--- config.mk ---
export PLATFORM = sky130hd
export DESIGN_NAME = rete_totale_seq
export DESIGN_NICKNAME = d
export VERILOG_FILES = /design/src/rtl/rete_totale_pkg.sv /design/src/rtl/rete_di_tipo_a_par.sv /design/src/rtl/rete_totale_seq.sv
export SDC_FILE = /design/constraint.sdc
export NUM_CORES = 1
export LEC_CHECK = 0
export CORE_ASPECT_RATIO = 1.25
export CORE_MARGIN = 2
export CORE_UTILIZATION = 51
export CTS_CLUSTER_SIZE = 28
export DETAILED_ROUTE_END_ITERATION = 12
export GPL_TIMING_DRIVEN = 0
export HOLD_SLACK_MARGIN = 0.02
export PLACE_DENSITY = 0.78
export RECOVER_POWER = 100
export SYNTH_ARGS = -nofsm -noshare
export SYNTH_HDL_FRONTEND = slang
export SYNTH_SLANG_ARGS = --single-unit
--- constraint.sdc ---
create_clock -name clock -period 2.7 [get_ports clock]
set_input_delay 0.405 -clock clock [delete_from_list [all_inputs] [get_ports clock]]
set_output_delay 0.405 -clock clock [all_outputs]
set_load 0.01 [all_outputs]
--- src/rtl/rete_totale_pkg.sv ---
// Shared types and helpers for the sequential Type-A/Type-B network.
package rete_totale_pkg;

  localparam int MAX_A_W = 64;

  typedef enum logic [1:0] {
    S0 = 2'd0,
    S1 = 2'd1,
    S2 = 2'd2
  } state_e;

  function automatic int acc_width(input int w, input int n);
    return $clog2(2 * w * n + 1);
  endfunction

  // Callers zero-extend their Type-A vector to MAX_A_W bits.
  function automatic int unsigned popcount(input logic [MAX_A_W-1:0] v);
    int unsigned c;
    c = 0;
    for (int i = 0; i < MAX_A_W; i++) c += 32'(v[i]);
    return c;
  endfunction

endpackage

--- src/rtl/rete_di_tipo_a_par.sv ---
// Type-A cell: expands one W-bit channel plus the feedback bit into a 2W-bit word.
module rete_di_tipo_a_par #(
  parameter int W = 4
) (
  input  logic [W-1:0]   xi,
  input  logic           b0,
  output logic [2*W-1:0] a
);

  assign a = {xi, xi[W-2:0], b0};

endmodule

--- src/rtl/rete_totale_seq.sv ---
// Time-multiplexed Type-A stage feeding a Type-B popcount accumulator,
// driven by a level-sensitive soc/eoc handshake.
module rete_totale_seq
  import rete_totale_pkg::*;
#(
  parameter  int N     = 2,
  parameter  int W     = 4,
  localparam int ACC_W = acc_width(W, N)
) (
  input  logic             clock,
  input  logic             reset_,
  input  logic             soc,
  input  logic [N*W-1:0]   x,
  output logic             eoc,
  output logic [ACC_W-1:0] z
);

  localparam int IDX_W = (N > 1) ? $clog2(N) : 1;
  localparam logic [IDX_W-1:0] LAST_IDX = IDX_W'(N - 1);

  state_e             state_q, state_d;
  logic [IDX_W-1:0]   idx_q,   idx_d;
  logic [N*W-1:0]     buf_q,   buf_d;
  logic [ACC_W-1:0]   acc_q,   acc_d;
  logic [ACC_W-1:0]   z_q,     z_d;
  logic               b0_q,    b0_d;

  logic [W-1:0]       xi;
  logic [2*W-1:0]     a;
  logic [ACC_W-1:0]   sum;

  // Channel multiplexer in front of the single shared Type-A cell.
  always_comb begin
    xi = buf_q[W-1:0];
    for (int i = 0; i < N; i++) begin
      if (idx_q == IDX_W'(i)) xi = buf_q[i*W +: W];
    end
  end

  rete_di_tipo_a_par #(.W(W)) u_tipo_a (
    .xi (xi),
    .b0 (b0_q),
    .a  (a)
  );

  assign sum = acc_q + ACC_W'(popcount(MAX_A_W'(a)));

  always_comb begin
    state_d = state_q;
    idx_d   = idx_q;
    buf_d   = buf_q;
    acc_d   = acc_q;
    z_d     = z_q;
    b0_d    = b0_q;
    unique case (state_q)
      S0: begin
        if (soc) begin
          buf_d   = x;
          acc_d   = '0;
          idx_d   = '0;
          state_d = S1;
        end
      end
      S1: begin
        acc_d = sum;
        idx_d = idx_q + 1'b1;
        if (idx_q == LAST_IDX) begin
          z_d     = sum;
          b0_d    = sum[0];
          idx_d   = '0;
          state_d = S2;
        end
      end
      S2: begin
        // A held soc parks here; only a low soc re-arms the handshake.
        if (!soc) state_d = S0;
      end
      default: state_d = S0;
    endcase
  end

  // NOTE: the capture buffer is reset along with the rest so a reset
  // mid-conversion leaves no stale channel data behind.
  always_ff @(posedge clock or negedge reset_) begin
    if (!reset_) begin
      state_q <= S0;
      idx_q   <= '0;
      buf_q   <= '0;
      acc_q   <= '0;
      z_q     <= '0;
      b0_q    <= 1'b0;
    end else begin
      state_q <= state_d;
      idx_q   <= idx_d;
      buf_q   <= buf_d;
      acc_q   <= acc_d;
      z_q     <= z_d;
      b0_q    <= b0_d;
    end
  end

  assign eoc = (state_q != S1);
  assign z   = z_q;

endmodule

# After elaboration in Yosys (flattened, before gate mapping)
# Cells that the tools add are included.
totals:
  register_bits: 22
  latch_bits: 0
  mem_bits_rw: 0
  romBits: 0
  input_bits: 11
  elab_cells: 37
  n_memories: 0
classes:
  n_addsub: 9
  n_mul: 0
  n_div: 0
  n_lt_le_gt_ge: 0
  n_eq_ne: 6
  shift: 0
  mux: 10
  bitwise_logic: 0
  n_reduce_logical: 6
ops:
  columns: ["op", "count"]
  rows:
  - ["$add 5x1->5", 3]
  - ["$pmux 5 s2", 1]
  - ["$mux 2", 3]
  - ["$ne 2x2->1 const B", 3]
  - ["$pmux 2 s3", 1]
  - ["$reduce_and 2->1", 3]
  - ["$add 4x1->5", 1]
  - ["$add 5x5->5", 1]
  - ["$mux 5", 1]
  - ["$add 3x1->4", 1]
  - ["$mux 4", 1]
  - ["$add 2x1->3", 1]
  - ["$reduce_and 3->1", 1]
  - ["$add 1x1->2", 1]
  - ["$eq 2x1->1 const B", 1]
  - ["$eq 2x2->1 const B", 1]
  - ["$logic_not 2->1", 1]
  - ["$mux 1", 2]
  - ["$ne 2x1->1 const B", 1]
  - ["$pmux 1 s2", 1]
  - ["$reduce_bool 2->1", 1]
  - ["$add 1x1->1 const B", 1]

# Logic depth before layout (Yosys ltp)
# Gate-level depths: netlist (run 1).
logic_depth:
  word_depth: 10
  depth_mapped: 9
  mapped_depth_nobuf: 8

# Modules after synthesis
# From an unflattened synthesis (run 1), not the netlist that was laid out.
unflattened:
  hier_cells: 112
  area_unflattened_um2: 1227.4
by_module_without_submodules:
  columns: ["module", "instances", "cells_each", "area_each_um2", "seq_area_each_um2"]
  rows:
  - ["rete_totale_seq", 1, 104, 1167.4, 525.5]
  - ["rete_di_tipo_a_par", 1, 8, 60.1, 0.0]

# Worst setup path after synthesis (run 1)
# OpenSTA, ideal clock, no wires.
synth_timing:
  path_kind: "register to register"
  start: "register idx_q"
  end: "register acc_q[4]"
  setup_ns: 0.083
  arrival_time_ns: 2.202
  t_required_ns: 2.617
  setup_slack_ns: 0.415
  stages_incl_launch_ff: 10
  n_path_buf: 1
  period_less_slack_ns: 2.285
  path_cell_list: "dfrtp_1 buf_6 mux2_2 fa_1 inv_1 fa_1 nor2b_1 o21ai_0 xor2_1 o21ai_0"
synth_via:
  elab_chain_len: 10
synth_lines:
  columns: ["item", "line", "source"]
  rows:
  - ["start: declaration", "rete_totale_seq.sv:22", "logic [IDX_W-1:0] idx_q, idx_d;"]
  - ["start signal: assignment", "rete_totale_seq.sv:94", "idx_q <= idx_d;"]
  - ["$mux 4 (*)", "rete_totale_seq.sv:36", "if (idx_q == IDX_W'(i)) xi = buf_q[i*W +: W];"]
  - ["$add 1x1->2", "rete_totale_pkg.sv:20", "for (int i = 0; i < MAX_A_W; i++) c += 32'(v[i]);"]
  - ["$add 2x1->3", "rete_totale_pkg.sv:20", null]
  - ["$add 3x1->4", "rete_totale_pkg.sv:20", null]
  - ["$add 4x1->5", "rete_totale_pkg.sv:20", null]
  - ["$add 5x1->5 (2 in a row)", "rete_totale_pkg.sv:20", null]
  - ["$add 5x1->5 (*)", "rete_totale_pkg.sv:20", null]
  - ["$add 5x5->5 (*)", "rete_totale_seq.sv:46", "assign sum = acc_q + ACC_W'(popcount(MAX_A_W'(a)));"]
  - ["$pmux 5 s2 (*)", "rete_totale_seq.sv:55", "unique case (state_q)"]
  - ["end signal: assignment", "rete_totale_seq.sv:89", "acc_q <= '0;"]
  - ["end signal: assignment", "rete_totale_seq.sv:96", "acc_q <= acc_d;"]
  - ["end: declaration", "rete_totale_seq.sv:24", "logic [ACC_W-1:0] acc_q, acc_d;"]
# Mark *: on every way between the ends. The rest lies on a longest branch, timed or not.
# A chain may end at the register's enable or synchronous reset.

# Worst setup path after layout (run 1)
layout_timing:
  start: "register idx_q"
  end: "register z_q[4], in the netlist z[4]"
layout_via:
  elab_chain_len: 9
  elab_cells_between_ends: 10
  classes_between: "add/sub (8); mux (1); reduce/logical (1)"
layout_lines:
  columns: ["item", "line", "source"]
  rows:
  - ["$mux 4", "rete_totale_seq.sv:36", null]
  - ["$add 1x1->2", "rete_totale_pkg.sv:20", null]
  - ["$add 2x1->3", "rete_totale_pkg.sv:20", null]
  - ["$add 3x1->4", "rete_totale_pkg.sv:20", null]
  - ["$add 4x1->5", "rete_totale_pkg.sv:20", null]
  - ["$add 5x1->5 (3 in a row)", "rete_totale_pkg.sv:20", null]
  - ["$add 5x5->5", "rete_totale_seq.sv:46", null]
  - ["end signal: assignment", "rete_totale_seq.sv:97", "z_q <= z_d;"]
  - ["end: declaration", "rete_totale_seq.sv:25", "logic [ACC_W-1:0] z_q, z_d;"]
# Several ways; a longest one is shown, not always the timed one.

==> metrics.txt, run 1 <==
placeable core region 1808 um2; most used cells in the layout excluding fill and tap cells dfrtp_1 (21), mux2_2 (11), nand2_1 (11); starting utilization of the core area about 56%; unrepaired setup endpoints after global routing false; critical path required time 2.93 ns; vias post-DR 646; max-slew violation count 0; number of remaining DRC errors 0; H-tree level count 1; Fill cells 156; sequential share of the synthesized area 52.37%; GR met3 Demand/Resource 2.013%; antenna diode instance count 0; first-pass GRT wire length 2.898 mm; total half-perimeter wirelength after legalization and detailed placement 1.235 mm; Max Root-Sink Buffers 2; number of routed nets with antenna violations 0; pin count of the biggest net entering global routing 22; average footprint of a synthesized cell between 10 and 15 um2; internal power about 980 uW; Final Net Count ~120; die width 43.68 um; CP endpoint kind flip-flop; Pleak 0.5354 nW; CP Class flip-flop to flip-flop; Finished Core Util 66.44%; Vias per Instance 5.383; clock share of power 9.2%; Seq pwr share around 34%; TritonCTS buffer count 3; pre-CTS WS about 0.28 ns; Post-CTS Hold Buffers 0; number of flip-flops and latches in the synthesized netlist 21; run status finished clean; achievable frequency 409.3 MHz; vertical extent of the die 53.60 um; Final Wtd Congestion 0.7360; synth-to-layout area growth 19.70%; worst slew margin relative to its limit between 30% and 40%; final setup slack of the worst path between 0.2 and 0.3 ns; share of final-layout standard cells stronger than drive strength 1 16.83%; shortest period the worst path allows between 2 and 2.5 ns; count of warnings emitted by yosys 0; Final setup viols 0; worst skew pair latency 0.30 ns; number of instances in the synthesized netlist 81; vias in the first global route 683; net switching fraction of the power approximately 39%; fraction of the cycle the final worst path needs 90.49%; max-capacitance violation count 0; combinational power share 56.4%; count of TritonRoute iterations in the first routing pass 2; Pwr Total roughly 1.6 mW; post-cts repair resize count 0; final-layout setup total negative slack 0 ns; fraction of the mapped netlist area in simple logic gates 9.227%; maximum net fanout on the critical path 8; multiplexer share of the synthesized area 14.84%; dominant combinational cell family by area after synthesis multiplexers; worst-margin pin slew 0.9284 ns; type of element launching the critical path flip-flop; Setup Fix Bufs, Post-CTS 0; antenna violations before repair 0; detail-routed net length per standard cell 13.16 um; I/O pin cnt 17; clock net sink count 21; Post-Synthesis Net Count 97; global route total overflow 0; met2 capacity usage during global routing 31.13%; GR Layer Usage met1 20.67%; reported net switching power 623.9 uW; Worst-path clk slew 0.11 ns; Port Buf Inserts 16; Cell variety after synth 25; type of the worst min-delay path flip-flop to flip-flop; Final Skew 0.003761 ns; arrival time worst endpoint 2.67 ns; most common cell after layout, fill and taps aside dfrtp_1; final hold violation count 0; GRT Util Overall approximately 18%; adder-cell share of the synthesized area 8.479%; power per cell area 1335 nW/um2; Die ar. 2341 um2; compound-cell area share of the yosys netlist 8.978%; wire length reported by the detailed router 1.579 mm; TritonCTS clock tree done; cell at the root of the clock tree clkbuf_4; FP Rows 17; count of routing violations after the opening detailed-route iteration 3; Mapped Area 1003 um2; layer with the highest usage met2; largest vdd supply drop 0.0006886 V; xor-xnor portion of the synthesized cell area approximately 2.6%
## flip-flops by register name (all words and copies together), names as in the netlist
name / cells
idx_q: 1
acc_q: 5
z: 5
buf_q: 8
state_q: 2
## synthesized netlist by cell type
cell       n  area share [%]
nand2_2    1            0.62
mux2i_2    1             1.4
nor3_2     1             1.0
nor3b_1    1            0.75
xor2_1     2             1.7
and2b_1    1            0.75
ha_1       2             2.5
inv_1      3             1.1
xnor2_1    1            0.87
nor2b_1    1            0.62
buf_2      1            0.50
nand2_1   10             3.7
and3_1     1            0.62
buf_6      1             1.1
a22o_1     1            0.87
dfrtp_1   21              52
mux2_2    12              13
o21ai_2    1            0.87
o21ai_0    9             4.5
fa_1       3             6.0
nor2_1     1            0.37
a21oi_1    1            0.50
o21bai_1   3             2.2
nand3b_1   1            0.75
buf_4      1            0.75
## power groups by stage
stage	Combinational, mW	Clock, mW	Sequential [mW]
6_report	0.905	0.148	0.551
2_1_floorplan	0.702	0	0.553
5_1_grt	1.05	0.168	0.573
3_5_place_dp	0.976	0	0.564
4_1_cts	0.979	0.154	0.556
3_3_place_gp	0.929	0	0.553
## critical path, cell delays in order (launching register included)
cell and delay (ns):
dfrtp_1 0.39, buf_6 0.14, mux2_1 0.33, fa_1 0.53
inv_1 0.05, fa_1 0.40, nor2b_1 0.12, o21ai_0 0.09
xor2_1 0.16, o21ai_0 0.15
## final cells by class
cell class	instances	area (um2)	area share, %
multi-input combinational	54	431.7	35.94
clock buffer	4	26.28	2.188
sequential	21	525.5	43.75
timing repair buffer	16	160.2	13.33
inverter	3	11.26	0.9375
buffer	3	22.52	1.875
tap	19	23.77	1.979
## metrics by stage
| stage | cells | instance area, um2 | hold WS, ns |
|---|---|---|---|
| CTS | 120 | 1214 | 0.5028 |
| global route | 120 | 1201 | 0.5323 |
| global placement | 116 | 1187 | 0.4606 |
| finish | 120 | 1201 | 0.4889 |
| detailed placement | 116 | 1187 | 0.4766 |
| floorplan | 81 | 1003 | 0.1094 |
## worst paths after layout
path / endpoint / start / depth (start not counted) / slack, ns
min: z[2] / z[2] / 2 / 0.49
max reg2reg: z[4] / idx_q / 9 / 0.26
min in group asynchronous: z[2] / reset_ / 1 / 0.68
min reg2reg: z[2] / z[2] / 2 / 0.49
max in group asynchronous: buf_q[6] / reset_ / 1 / 1.46
max: z[4] / idx_q / 9 / 0.26
## logic make-up after synthesis
logic type / after synthesis
AO/OA/AOI/OAI: 15
XOR/XNOR: 3
adder cells (fa/ha/maj): 5
buffers and inverters: 6
flip-flops: 21
multiplexers: 13
AND/OR/NAND/NOR: 18
## metal layers
| layer | up-vias | routed length (um) |
|---|---|---|
| met5 | - | 0 |
| met4 | 0 | 47 |
| met3 | 5 | 49 |
| met2 | 13 | 830 |
| met1 | 308 | 651 |
| li1 | 320 | - |
Note: power is estimated with default switching activity, not from simulation.
==> run 2, diff against run 1 <==
--- a/config.mk
+++ b/config.mk
@@ -10,7 +10,7 @@
 export CORE_UTILIZATION = 51
 export CTS_CLUSTER_SIZE = 28
 export DETAILED_ROUTE_END_ITERATION = 12
-export GPL_TIMING_DRIVEN = 0
+export GPL_TIMING_DRIVEN = 1
 export HOLD_SLACK_MARGIN = 0.02
 export PLACE_DENSITY = 0.78
 export RECOVER_POWER = 100
==> metrics.txt, run 2 (synthesized netlist as in run 1, its figures left out) <==
run status finished clean; post-layout instance area 1189 um2 (-1.0%); power per cell area 1354 nW/um2 (+1.4%); final hold violation count 0 (unchanged); wire length reported by the detailed router 1.691 mm (+7.1%); max-capacitance violation count 0 (unchanged); cell at the root of the clock tree clkbuf_4; worst skew pair latency 0.30 ns (about the same); Final setup viols 0 (unchanged); Pwr Total 1.610 mW (+0.36%); Vias per Instance 5.390 (+0.12%); type of the worst min-delay path flip-flop to flip-flop; FP Rows 17 (unchanged); Post-CTS Hold Buffers 0 (unchanged); total half-perimeter wirelength after legalization and detailed placement 1.311 mm (+6.2%); Fill cells 146 (-6.4%); standard cell area after detailed placement 1171 um2 (-1.4%); Finished Core Util 65.74% (-0.69 points); CP endpoint kind flip-flop; Critical Path Source idx_q; CP Class flip-flop to flip-flop; number of buffer and inverter stages on the critical path 1 (-1); count of TritonRoute iterations in the first routing pass 4 (+2); hold slack 0.4824 ns (-0.006467 ns); Pleak 0.5289 nW (-1.2%); clock net sink count 21 (unchanged); arrival time worst endpoint 2.75 ns (+0.08 ns); most common cell after layout, fill and taps aside dfrtp_1; delay of the slowest cell on the worst path 0.54 ns (about the same); category of cells accounting for the largest share of critical-path delay adder cells; Final Net Count 116 (-1.7%); max-slew violation count 0 (unchanged); Setup Fix Bufs, Post-CTS 0 (unchanged); pre-CTS WS 0.1898 ns (-0.09098 ns); critical path required time 2.92 ns (about the same); count of routing violations after the opening detailed-route iteration 7 (+4); number of remaining DRC errors 0 (unchanged); Worst-path clk slew 0.13 ns (+0.02 ns); vias post-DR 636 (-1.5%); post-cts repair resize count 0 (unchanged); HP Start z[1]; H-tree level count 1 (unchanged); GRT Util Overall 16.61% (-1.1 points); maximum net fanout on the critical path 8 (unchanged); vertical extent of the die 53.60 um (unchanged); shortest period the worst path allows 2.530 ns (+0.08686 ns); Final Skew 0.01236 ns (+0.008600 ns); first-pass GRT wire length 2.780 mm (-4.1%); number of routed nets with antenna violations 0 (unchanged); Largest register FFs 8 (unchanged); TritonCTS clock tree done; post-route non-filler standard cell count 118 (-1.7%); achievable frequency 395.3 MHz (-3.4%); most used cells in the layout excluding fill and tap cells dfrtp_1 (21), nand2_1 (11), mux2_2 (10), o21ai_0 (10); Final Wtd Congestion 0.7694 (+4.5%); share of final-layout standard cells stronger than drive strength 1 16.16% (-0.67 points); worst-margin pin slew 0.9373 ns (+0.008847 ns); detail-routed net length per standard cell 14.33 um (+8.9%); antenna violations before repair 0 (unchanged); die width 43.68 um (unchanged); vias in the first global route 617 (-9.7%); Slowest-stage cell, CP dfrtp_1; I/O pin cnt 17 (unchanged); worst slew margin relative to its limit 37.31% (-0.59 points); synth-to-layout area growth 18.45%; unrepaired setup endpoints after global routing false; final-layout setup total negative slack 0 ns (unchanged); Critical R2R Launch idx_q; Die ar. 2341 um2 (unchanged); placeable core region 1808 um2 (unchanged); Max Root-Sink Buffers 2 (unchanged); pin count of the biggest net entering global routing 22 (unchanged); fraction of the cycle the final worst path needs 93.70% (+3.2 points); global route total overflow 0 (unchanged); Port Buf Inserts 16 (unchanged); TritonCTS buffer count 3 (unchanged); final setup slack of the worst path 0.1700 ns (-0.08686 ns); type of element launching the critical path flip-flop; critical path, cell by cell mux2_1 > fa_1 > inv_1 > fa_1 > nor2b_1 > o21ai_0 > xor2_1 > o21ai_0; antenna diode instance count 0 (unchanged); largest vdd supply drop 0.0008071 V (+17%); register ranked first by flip-flop count buf_q; starting utilization of the core area 55.50% (unchanged); Post-Place Cells 114 (-1.7%)
==> run 2: path summary, 6_finish.rpt <==
check | end | slack (ns) | cells after the start
min reg2reg | z[1] | 0.48 | 2
max reg2reg | z[4] | 0.17 | 8
max in group asynchronous | buf_q[0] | 1.45 | 1
min in group asynchronous | z[2] | 0.67 | 1
min | z[1] | 0.48 | 2
max | z[4] | 0.17 | 8
==> run 2: metal layers <==
metal,vias up,share of wire [%],global-route usage (%)
li1,312,-,-
met1,310,42,19.87
met2,12,55,29.66
met3,2,2.8,2.013
met4,0,1.0,7.576
met5,-,0,0
==> run 2: final cells by class <==
class | instances | area, um2 | area share [%]
Sequential cell | 21 | 525.5 | 44.21
Tap cell | 19 | 23.77 | 2.000
Clock inverter | 1 | 5.005 | 0.4211
Clock buffer | 3 | 22.52 | 1.895
Inverter | 3 | 11.26 | 0.9474
Timing Repair Buffer | 17 | 163.9 | 13.79
Multi-Input combinational cell | 54 | 436.7 | 36.74
==> run 2: report_power, final <==
| group | leakage (nW) | internal [mW] | switching, mW | total, mW |
|---|---|---|---|---|
| sequential | 0.261 | 0.465 | 0.106 | 0.571 |
| combinational | 0.250 | 0.440 | 0.446 | 0.885 |
| clock | 0.0177 | 0.0552 | 0.0982 | 0.153 |
| total | 0.529 | 0.960 | 0.650 | 1.61 |
==> run 2: worst min-delay path, cell delays in order, from the launching register on <==
cell and delay [ns]:
dfrtp_1 0.35, nand2_1 0.04, o21ai_0 0.06
